$ cat src/rtl/dmem_arbiter.sv
// dmem_arbiter: round-robin arbiter sharing the data_mem read/write port pair
// between two requesters, with bounded locked bursts and registered read data.
module dmem_arbiter #(
    parameter int ADDR_W    = 7,
    parameter int DATA_W    = 32,
    parameter int MAX_BURST = 4
) (
    input  logic              clk,
    input  logic              rst,
    input  logic              m0_req,
    input  logic              m1_req,
    input  logic              m0_we,
    input  logic              m1_we,
    input  logic [ADDR_W-1:0] m0_addr,
    input  logic [ADDR_W-1:0] m1_addr,
    input  logic [DATA_W-1:0] m0_wdata,
    input  logic [DATA_W-1:0] m1_wdata,
    input  logic [2:0]        m0_strb,
    input  logic [2:0]        m1_strb,
    input  logic              m0_lock,
    input  logic              m1_lock,
    output logic              m0_gnt,
    output logic              m1_gnt,
    output logic              m0_rvalid,
    output logic              m1_rvalid,
    output logic [DATA_W-1:0] m0_rdata,
    output logic [DATA_W-1:0] m1_rdata,
    output logic [ADDR_W-1:0] mem_rd_addr,
    input  logic [DATA_W-1:0] mem_rd_dout,
    output logic [ADDR_W-1:0] mem_wr_addr,
    output logic [DATA_W-1:0] mem_wr_din,
    output logic              mem_we,
    output logic [2:0]        mem_wr_strb
);

    localparam int CNT_W = $clog2(MAX_BURST) + 1;

    logic             last;
    logic             lock_active;
    logic             owner;
    logic [CNT_W-1:0] cnt;

    logic             last_d;
    logic             lock_active_d;
    logic             owner_d;
    logic [CNT_W-1:0] cnt_d;

    logic             gnt_any;
    logic             gnt_sel;
    logic             sel_lock;
    logic [CNT_W-1:0] beat_cnt;

    // Arbitration state register
    always_ff @(posedge clk or negedge rst) begin
        if (!rst) begin
            last        <= 1'b1;
            lock_active <= 1'b0;
            owner       <= 1'b0;
            cnt         <= '0;
        end else begin
            last        <= last_d;
            lock_active <= lock_active_d;
            owner       <= owner_d;
            cnt         <= cnt_d;
        end
    end

    // Grant selection: live lock first, then single requester, then round-robin tie-break
    always_comb begin
        gnt_any = 1'b0;
        gnt_sel = 1'b0;
        if (rst) begin
            if (lock_active && (owner ? m1_req : m0_req)) begin
                gnt_any = 1'b1;
                gnt_sel = owner;
            end else if (m0_req && m1_req) begin
                gnt_any = 1'b1;
                gnt_sel = ~last;
            end else if (m0_req) begin
                gnt_any = 1'b1;
                gnt_sel = 1'b0;
            end else if (m1_req) begin
                gnt_any = 1'b1;
                gnt_sel = 1'b1;
            end
        end
    end

    assign m0_gnt = gnt_any && !gnt_sel;
    assign m1_gnt = gnt_any && gnt_sel;

    // Next arbitration state: burst counting continues only for the same lock holder
    always_comb begin
        last_d        = last;
        lock_active_d = lock_active;
        owner_d       = owner;
        cnt_d         = cnt;
        sel_lock      = gnt_sel ? m1_lock : m0_lock;
        beat_cnt      = ((lock_active && (owner == gnt_sel)) ? cnt : '0) + CNT_W'(1);
        if (gnt_any) begin
            last_d = gnt_sel;
            if (sel_lock && (beat_cnt < CNT_W'(MAX_BURST))) begin
                lock_active_d = 1'b1;
                owner_d       = gnt_sel;
                cnt_d         = beat_cnt;
            end else begin
                lock_active_d = 1'b0;
                cnt_d         = '0;
            end
        end else begin
            // No grant means either no lock or the owner dropped req: the lock is void
            lock_active_d = 1'b0;
            cnt_d         = '0;
        end
    end

    // Memory port drive from the granted master, zero when idle
    always_comb begin
        mem_rd_addr = '0;
        mem_wr_addr = '0;
        mem_wr_din  = '0;
        mem_we      = 1'b0;
        mem_wr_strb = '0;
        if (gnt_any) begin
            mem_rd_addr = gnt_sel ? m1_addr  : m0_addr;
            mem_wr_addr = gnt_sel ? m1_addr  : m0_addr;
            mem_wr_din  = gnt_sel ? m1_wdata : m0_wdata;
            mem_we      = gnt_sel ? m1_we    : m0_we;
            mem_wr_strb = gnt_sel ? m1_strb  : m0_strb;
        end
    end

    // Per-master read return: capture on read grant, rvalid pulses for one cycle
    always_ff @(posedge clk or negedge rst) begin
        if (!rst) begin
            m0_rvalid <= 1'b0;
            m1_rvalid <= 1'b0;
            m0_rdata  <= '0;
            m1_rdata  <= '0;
        end else begin
            m0_rvalid <= m0_gnt && !m0_we;
            m1_rvalid <= m1_gnt && !m1_we;
            if (m0_gnt && !m0_we) m0_rdata <= mem_rd_dout;
            if (m1_gnt && !m1_we) m1_rdata <= mem_rd_dout;
        end
    end

endmodule

$ cat config.mk
export PLATFORM = sky130hd
export DESIGN_NAME = dmem_arbiter
export DESIGN_NICKNAME = d
export VERILOG_FILES = /design/src/rtl/dmem_arbiter.sv
export SDC_FILE = /design/constraint.sdc
export NUM_CORES = 1
export LEC_CHECK = 0
export ABC_AREA = 1
export CORE_AREA = 2 2 99 101
export DETAILED_ROUTE_END_ITERATION = 8
export DIE_AREA = 0 0 101 103
export PLACE_DENSITY = 0.89
export SYNTH_ARGS = -nofsm -noshare
export SYNTH_HDL_FRONTEND = slang
export SYNTH_SLANG_ARGS = --single-unit
$ cat constraint.sdc
create_clock -name clk -period 4.6 [get_ports clk]
set_input_delay 0.69 -clock clk [delete_from_list [all_inputs] [get_ports clk]]
set_output_delay 0.69 -clock clk [all_outputs]
set_load 0.05 [all_outputs]
==> flow_summary.ini <==
[routing]
ant_nets = 0
drtIter0Drc = 141
vias = 3347
drc = 0
drt_wl_total_mm = 11.8
first_pass_iters = 4
vias_per_cell = 4.78
wl_per_cell_um = 16.8

[hold_path]
hp-class = reg2reg
min_from = m0_rdata[2]$_DFFE_PN0P_

[yosys]
ys.flop_type = dfrtp_1
synth_edf_count = 0
synth_nets = 480
synth_area_leaders = dfrtp_1 (50%), a22o_1 (10%), o21ai_2 (10%)
syn_area_mm2 = 0.00354
ys_warn_count = 0
synth.distinct_cells = 24
async_reset_ff_share_pct = 100
syn_avg_cell_area_um2 = 9.97
netlist_instances = 355
synth.top_cells.by_count = nand2_1 (85), dfrtp_1 (71), a22o_1 (42), inv_1 (41), o21ai_2 (41)
synth_top_area_share_pct = 50.2
synth.most_common_cell = nand2_1
yosysSeqAreaShare_pct = 50.9
yosysTopAreaCell = dfrtp_1
synth-seq-cells = 72

[finish]
nNetsFinal = 706
drive_above_1_share_pct = 12.3
syn_to_final_growth_pct = 71.2
fin_util_pct = 64.1
n_antenna_cell = 0
fillCellCount = 770

[setup_path]
worstSetupEndpointType = primary output
rr_startpoint = lock_active$_DFF_PN0_
critical-path-top-delay-family = buffers and inverters
path_class = in2out
r2r_cells = 9
path_cells = clkdlybuf4s50_1 -> nand2_1 -> inv_1 -> nand2_4 -> inv_2 -> a22o_1 -> clkdlybuf4s50_1
crit_end = mem_wr_din[15]
path_buf_inv = 4
worst_ep_arrival_time_ns = 3.17
worstPathRequired_ns = 3.91
start_kind = input pin
max_stage_delay_ns = 0.83
r2r_setup_slack_ns = 2.69
critPathLaunch = m1_req
critPathMostFrequentCell = clkdlybuf4s50_1
worst-path-stages = 7
critPathSlowestCell = clkdlybuf4s50_1
worstPathMaxFanout = 45
r2r_end = owner$_DFFE_PN0P_

[global_route]
grt_pass1_vias = 3366
grt.busiest_layer = met2
use_met3_pct = 7.25
antenna_found_initial = 0
overflow = 0
use_met1_pct = 25.4
grt_pass1_wl_mm = 17.4
track_usage_pct = 21.7
grt_max_degree = 73
met2_usage_pct = 36.9

[cts]
cts_root_buf = clkbuf_8
clock_path_buffers = 2
cts_setup_buffers = 0
htreeDepth = 3
cts.sinks = 72
path_clk_slew_ns = 0.09
cts_resized = 0
cts_tree = yes
cts_buffers = 9
ctsHoldBuffers = 0
clock_latency_ns = 0.34

[placement]
port_buffers = 241
routabilityCongestion = 0.876
place_hpwl_mm = 8.88

[floorplanning]
start_util_pct = 37.4
coreArea_mm2 = 0.00946
dieArea_mm2 = 0.0104
fp-row-count = 36
die_w_um = 101
ios = 242
die-height_um = 103

[power]
leakage_nw = 2.75
p_per_area_mw_per_mm2 = 432
ir_worst_vdd_mv = 0.327

[timing]
hold_viol = 0
tns_ns = 0
rsz0062_at_grt = no
finalSetupViolCount = 0
fmax_ghz = 0.259
tightest_slew_ns = 0.895
relSlewSlack_pct = 40.3
post-route-min-period_ns = 3.86
finalCritPeriodShare_pct = 83.9
slew_violations = 0
finalClockSkew_ns = 0.0136

[run]
cap_violations = 0

[status]
outcome = finished, final reports clean
-- kinds of logic after synthesis --
kind of cell / share of synthesized area, %
AOI/OAI and AO/OA: 24.1
adders and majority gates: 0.353
buffers and inverters: 12.4
DFF: 50.9
other: 0.106
and+or+nand+nor: 12.2
-- sequential cells by signal (all words and copies together) (netlist names) --
name	flops
m0_rdata	32
m1_rdata	32
cnt	3
last	1
lock_active	1
m0_rvalid	1
m1_rvalid	1
owner	1
-- routing by layer --
metal,wire length (um),vias up
li1,-,1613
met1,4440,1560
met2,5850,153
met3,1250,21
met4,249,0
met5,0,-
-- final cells by class --
class / instances / area [um2] / area share [%]
timing repair buffer: 243 / 2420 / 40.0
clock buffer: 10 / 138 / 2.27
clock inverter: 6 / 72.6 / 1.20
inverter: 46 / 180 / 2.97
multi-input combinational: 209 / 1300 / 21.4
sequential: 72 / 1800 / 29.8
tap: 114 / 143 / 2.35
-- tightest hold or removal path, delay by kind of cell, from the launching register on --
family          cells  cell delay, ns
compound gates      1            0.05
flops               1            0.35
simple gates        1            0.06
-- per-stage QoR --
stage	setup WS, ns	area (um2)	hold WS (ns)	instances	total power, mW
4_1_cts	0.787	6060	0.487	700	2.64
3_5_place_dp	0.792	5850	0.467	684	2.10
5_1_grt	0.638	6060	0.504	700	2.74
3_3_place_gp	0.834	5850	0.465	684	2.08
2_1_floorplan	1.91	3540	0.394	355	1.63
6_report	0.743	6060	0.488	700	2.62
-- report_power, final --
part	total, mW	internal (mW)	switching, mW
registers	0.822	0.752	0.0693
logic	1.27	0.449	0.821
clock network	0.525	0.273	0.252
total	2.62	1.47	1.14
-- cells in the final DEF (no fill, tap or decap), drive strengths merged --
cell           netlist  routed
dfstp                1       1
clkbuf               1      10
o21ai               66      66
nor2                 6       6
nand4                2       2
nand3                4       4
ha                   1       1
nand2               87      87
conb                 1       1
buf                 27       3
clkinvlp             0       1
bufinv               0       1
clkinv               1       1
dfrtp               71      71
inv                 45      49
clkdlybuf4s50        0     240
a22o                42      42
-- worst min-delay path by stage --
stage,slack (ns),to,depth (start not counted)
6_report,0.49,m0_rdata[2]$_DFFE_PN0P_,2
3_3_place_gp,0.46,m0_rdata[27]$_DFFE_PN0P_,2
3_5_place_dp,0.47,m0_rdata[7]$_DFFE_PN0P_,2
4_1_cts,0.49,m0_rdata[7]$_DFFE_PN0P_,2
5_1_grt,0.50,m0_rdata[17]$_DFFE_PN0P_,2
2_1_floorplan,0.39,cnt[0]$_DFF_PN0_,0
No activity file was read; power rests on OpenSTA's default activity.
